<file path="src/rtl/sync_debounce_pkg.sv">
// ---------------------------------------------------------------------------
// sync_debounce_pkg
//   Shared constants and helpers for the synchronise-and-debounce block.
//   - SYNC_STAGES_MIN     : shallowest synchroniser chain considered safe.
//   - DEBOUNCE_CYCLES_MIN : smallest legal debounce window.
//   - cnt_width(n)        : bits needed to hold values 0..n.
// ---------------------------------------------------------------------------
package sync_debounce_pkg;

    localparam int SYNC_STAGES_MIN     = 2;
    localparam int DEBOUNCE_CYCLES_MIN = 1;

    // Width of a counter that must represent 0..n inclusive.
    function automatic int cnt_width(input int n);
        return $clog2(n + 1);
    endfunction

endpackage : sync_debounce_pkg

</file>
<file path="src/rtl/bit_sync_chain.sv">
// ---------------------------------------------------------------------------
// bit_sync_chain
//   Single-bit synchroniser: STAGES asynchronously reset flops in series.
//   Reusable by any block that has to bring a level into the CLK domain.
// Parameters
//   STAGES     depth of the chain (>= SYNC_STAGES_MIN)
//   RESET_VAL  value loaded into every stage while RST is high
// Ports
//   CLK  input   sampling clock
//   RST  input   asynchronous, active-high reset
//   D    input   asynchronous level
//   Q    output  last stage of the chain
// ---------------------------------------------------------------------------
module bit_sync_chain
    import sync_debounce_pkg::*;
#(
    parameter int   STAGES    = 2,
    parameter logic RESET_VAL = 1'b0
) (
    input  logic CLK,
    input  logic RST,
    input  logic D,
    output logic Q
);

    if (STAGES < SYNC_STAGES_MIN) begin : g_bad_stages
        $error("bit_sync_chain: STAGES must be >= %0d", SYNC_STAGES_MIN);
    end

    logic [STAGES-1:0] sync_r;

    // Shift the raw level through the chain; bit 0 is the metastability catcher.
    always_ff @(posedge CLK or posedge RST) begin
        if (RST) begin
            sync_r <= {STAGES{RESET_VAL}};
        end else begin
            sync_r <= {sync_r[STAGES-2:0], D};
        end
    end

    assign Q = sync_r[STAGES-1];

endmodule : bit_sync_chain

</file>
<file path="src/rtl/sync_debounce_q.sv">
// ---------------------------------------------------------------------------
// sync_debounce_q
//   Synchronises a raw asynchronous level and debounces it before it feeds a
//   downstream flop. Q only changes after the synchronised level has differed
//   from Q for DEBOUNCE_CYCLES consecutive rising edges of CLK.
// Parameters
//   SYNC_STAGES      synchroniser depth (>= 2)
//   DEBOUNCE_CYCLES  consecutive mismatching edges to accept a change (>= 1)
//   RESET_VAL        value of the chain and Q during/after reset
// Ports
//   CLK   input   single clock
//   RST   input   asynchronous, active-high reset
//   D     input   raw asynchronous level
//   Q     output  synchronised, debounced level (registered)
//   RISE  output  one-cycle pulse in the cycle Q goes 0->1
//   FALL  output  one-cycle pulse in the cycle Q goes 1->0
//   BUSY  output  registered, high while a candidate change is being counted
// Configuration
//   SYNC_DEBOUNCE_EDGE_EN : when defined, RISE/FALL are built as registered
//                           pulses; otherwise they are tied low and no edge
//                           flops exist. Q/BUSY timing is unaffected.
// ---------------------------------------------------------------------------
module sync_debounce_q
    import sync_debounce_pkg::*;
#(
    parameter int   SYNC_STAGES     = 2,
    parameter int   DEBOUNCE_CYCLES = 4,
    parameter logic RESET_VAL       = 1'b0
) (
    input  logic CLK,
    input  logic RST,
    input  logic D,
    output logic Q,
    output logic RISE,
    output logic FALL,
    output logic BUSY
);

    if (DEBOUNCE_CYCLES < DEBOUNCE_CYCLES_MIN) begin : g_bad_debounce
        $error("sync_debounce_q: DEBOUNCE_CYCLES must be >= %0d", DEBOUNCE_CYCLES_MIN);
    end

    localparam int               CNT_W    = cnt_width(DEBOUNCE_CYCLES);
    localparam logic [CNT_W-1:0] CNT_ZERO = CNT_W'(0);
    localparam logic [CNT_W-1:0] CNT_ONE  = CNT_W'(1);
    localparam logic [CNT_W-1:0] CNT_LAST = CNT_W'(DEBOUNCE_CYCLES - 1);

    logic             s_s;
    logic             q_r;
    logic             q_nxt_s;
    logic [CNT_W-1:0] cnt_r;
    logic [CNT_W-1:0] cnt_nxt_s;
    logic             busy_r;

    bit_sync_chain #(
        .STAGES    (SYNC_STAGES),
        .RESET_VAL (RESET_VAL)
    ) u_sync (
        .CLK (CLK),
        .RST (RST),
        .D   (D),
        .Q   (s_s)
    );

    // Debounce filter: count consecutive mismatches, accept on the last one.
    // The final else only catches an unknown s in simulation (both equality
    // tests come out false), so Q never picks up an X.
    always_comb begin
        cnt_nxt_s = CNT_ZERO;
        q_nxt_s   = q_r;
        if (s_s == q_r) begin
            cnt_nxt_s = CNT_ZERO;
        end else if (s_s != q_r) begin
            if (cnt_r == CNT_LAST) begin
                q_nxt_s   = s_s;
                cnt_nxt_s = CNT_ZERO;
            end else begin
                cnt_nxt_s = cnt_r + CNT_ONE;
            end
        end else begin
            cnt_nxt_s = CNT_ZERO;
        end
    end

    // Filter state, debounced output and busy flag.
    always_ff @(posedge CLK or posedge RST) begin
        if (RST) begin
            q_r    <= RESET_VAL;
            cnt_r  <= CNT_ZERO;
            busy_r <= 1'b0;
        end else begin
            q_r    <= q_nxt_s;
            cnt_r  <= cnt_nxt_s;
            busy_r <= (cnt_nxt_s != CNT_ZERO);
        end
    end

    assign Q    = q_r;
    assign BUSY = busy_r;

`ifdef SYNC_DEBOUNCE_EDGE_EN
    logic rise_r;
    logic fall_r;

    // Edge pulses line up with the cycle Q takes its new value.
    always_ff @(posedge CLK or posedge RST) begin
        if (RST) begin
            rise_r <= 1'b0;
            fall_r <= 1'b0;
        end else begin
            rise_r <= q_nxt_s & ~q_r;
            fall_r <= ~q_nxt_s & q_r;
        end
    end

    assign RISE = rise_r;
    assign FALL = fall_r;
`else
    assign RISE = 1'b0;
    assign FALL = 1'b0;
`endif

endmodule : sync_debounce_q

</file>
<file path="config.mk">
export PLATFORM = sky130hd
export DESIGN_NAME = sync_debounce_q
export DESIGN_NICKNAME = d
export VERILOG_FILES = /design/src/rtl/sync_debounce_pkg.sv /design/src/rtl/bit_sync_chain.sv /design/src/rtl/sync_debounce_q.sv
export SDC_FILE = /design/constraint.sdc
export NUM_CORES = 1
export LEC_CHECK = 0
export ABC_AREA = 1
export BUFFER_PORTS_ARGS = -buffer_cell sky130_fd_sc_hd__buf_2
export CAP_MARGIN = 20
export CORE_AREA = 2 2 39 41
export CTS_BUF_LIST = sky130_fd_sc_hd__clkbuf_2 sky130_fd_sc_hd__clkbuf_4 sky130_fd_sc_hd__clkbuf_8
export CTS_CLUSTER_DIAMETER = 200
export DETAILED_ROUTE_END_ITERATION = 6
export DIE_AREA = 0 0 41 43
export GPL_TIMING_DRIVEN = 0
export PLACE_DENSITY = 0.38
export RECOVER_POWER = 50
export SLEW_MARGIN = 40
export SYNTH_ARGS = -nofsm -noshare
export SYNTH_HDL_FRONTEND = slang
export SYNTH_SLANG_ARGS = --single-unit
export TNS_END_PERCENT = 5
</file>
<file path="constraint.sdc">
create_clock -name CLK -period 2.08 [get_ports CLK]
set_input_delay 0.208 -clock CLK [delete_from_list [all_inputs] [get_ports CLK]]
set_output_delay 0.208 -clock CLK [all_outputs]
set_load 0.01 [all_outputs]
</file>
==> impl_metrics.yaml <==
outcome:
  status: "finished clean"
routing:
  wl_met3_um: 15
  antenna_left: 0
  drtPass1Iterations: 4
  top_layer_used: "met3"
  wl_per_cell_um: 6.68
  drt-total-wl_um: 394
  wl_met1_um: 145
  vias_per_cell: 3.47
  drt_iter0_markers: 1
  routed-wl-met2_um: 233
  drcViolationCount: 0
  vias: 205
pwr:
  cellPowerDensity_mw_per_mm2: 1140
  ir_drop_mv: 0.410
  power_leakage_nw: 0.235
hold_path:
  min_path_cells: 1
  hold_path.class: "in2reg"
  worstHoldStart: "D"
  whs_endpoint: "u_sync.sync_r[0]"
timing:
  finalHoldViolations: 0
  clock.fmax_mhz: 977
  fin_crit_ns: 1.02
  finalSetupTns_ns: 0
  post-route-period-util_pct: 49.2
  rsz0062_at_grt: "false"
  setup_viol: 0
  finalMaxSlewViolations: 0
  skew_ns: 0.00179
grt:
  grt_pass1_vias: 206
  antenna_found_initial: 0
  grt_max_degree: 8
  grt_usage_pct: 6.60
  grt_pass1_wl_um: 703
  grt_overflow: 0
synthesis:
  ys_seq_elements: 7
  netlist_instances: 33
  syn-cell-area_um2: 305
  yosys.area.top_type: "dfrtp_1"
  ys_seq_area_share_pct: 57.4
  syn_area_per_cell_um2: 9.25
  yosysTopAreaCellShare_pct: 57.4
  ys_warn_count: 0
  synth_area_leaders: "dfrtp_1, inv_1, nand2_1, buf_4, ha_1"
  yosysUniqueCellTypes: 12
placed_design:
  dpl_cell_area_um2: 349
  dpl.hpwl_um: 361
  place_congestion: 0.694
  io_buffers: 4
layout:
  final_nets: 48
  diodes: 0
  final_cell_mix: "inv_1, dfrtp_1, nand2_1"
  multiInputGateArea_um2: 85.1
  syn_to_final_growth_pct: 27.5
  final-seq-area_um2: 175
  final_common_cell: "inv_1"
  final_area_um2: 389
  nFillCells: 153
  drive_above_1_share_pct: 32.6
cts:
  htreeDepth: 1
  cts_buffers: 3
  clk_path_buf_depth: 2
  insertion_delay_ns: 0.24
  clock-sinks: 7
  clock-root-buffer: "clkbuf_4"
  cts_tree: "yes"
  cts.hold.buffers_added: 1
  ctsResizeCount: 0
  clk_pin_slew_ns: 0.05
  post_cts_buffers: 0
worst_setup_path:
  critical_path_class: "reg2reg"
  rr_startpoint: "cnt_r[0]"
  crit_fanout: 3
  r2r-end: "BUSY"
  rrSetupSlack_ns: 1.06
  startpoint_type: "flop"
  crit_required_ns: 2.20
  cp-end-kind: "flop"
  r2r_cells: 6
  critical_path_arrival_ns: 1.15
floorplan:
  initial_utilization_pct: 22.1
  fp.dieH_um: 43
  die_w_um: 41
  io_pins: 7
  coreArea_mm2: 0.00138
  fp.dieArea_mm2: 0.00176
  num_rows: 14
run:
  drv_cap: 0
## power breakdown
group | internal (mW) | leakage [nW] | switching, mW
clock | 0.0856 | 0.0184 | 0.0411
sequential | 0.171 | 0.0880 | 0.0149
combinational | 0.0528 | 0.128 | 0.0760
total | 0.310 | 0.235 | 0.132
## worst max-delay path, stage by stage, from the launching register on
cell and delay (ns):
dfrtp_1 0.35, ha_1 0.19, inv_1 0.06, nor2_2 0.13, nor2_1 0.07, nand2_2 0.07
nand3_2 0.05
## Yosys cell counts
cell / number
dfrtp_1: 7
nor2_2: 1
nor2_1: 2
nand3_2: 1
conb_1: 1
nand2_2: 2
ha_1: 1
buf_4: 2
nand2_1: 5
o21ai_0: 1
a21oi_1: 1
inv_1: 9
## sequential cells by signal (all words and copies together), names as in the netlist
| signal | count |
|---|---|
| u_sync.sync_r | 2 |
| cnt_r | 3 |
| BUSY | 1 |
| Q | 1 |
## metrics by stage
stage / util [%] / total power [mW] / hold slack (ns) / std cells / worst slack [ns]
global placement: 25.2 / 0.314 / 0.135 / 54 / 1.07
detailed placement: 25.2 / 0.320 / 0.141 / 54 / 1.04
floorplan: - / 0.282 / 0.0114 / 34 / 1.10
global route: 28.1 / 0.484 / 0.0491 / 59 / 0.965
CTS: 28.1 / 0.451 / 0.0666 / 59 / 1.04
finish: 28.1 / 0.442 / 0.0750 / 59 / 1.06
## area by class of cell
class,instances,share of cell area [%]
plain buffers,2,3.86
clock buffers,4,7.72
inverters,9,8.68
multi-input cells,16,21.9
flip-flops and latches,7,45.0
well taps,16,5.14
repair buffers,5,7.72
## worst max-delay path by stage
stage / slack, ns / end / cells after the start / start
after floorplan: 1.10 / BUSY / 5 / cnt_r[0]
after global placement: 1.07 / BUSY / 5 / cnt_r[0]
after detailed placement: 1.04 / BUSY / 6 / cnt_r[0]
after CTS: 1.04 / BUSY / 6 / cnt_r[0]
after global routing: 0.96 / BUSY / 6 / cnt_r[0]
final: 1.06 / BUSY / 6 / cnt_r[0]
## layer usage
layer | vias to the layer above | track usage, %
met4 | 0 | 8.00
met2 | 4 | 10.0
met3 | 0 | 3.14
met5 | - | 0
met1 | 93 | 5.00
li1 | 108 | -
## logic make-up (layout without fill, tap and decap cells)
group	after synthesis	count (layout)	share of synthesized area [%]
AND/OR/NAND/NOR	11	11	18.0
adder cells (fa/ha/maj)	1	1	4.10
AO/OA/AOI/OAI	2	2	3.28
buffers and inverters	11	20	16.0
other	1	2	1.23
flip-flops	7	7	57.4
(Power assumes the default switching activity.)
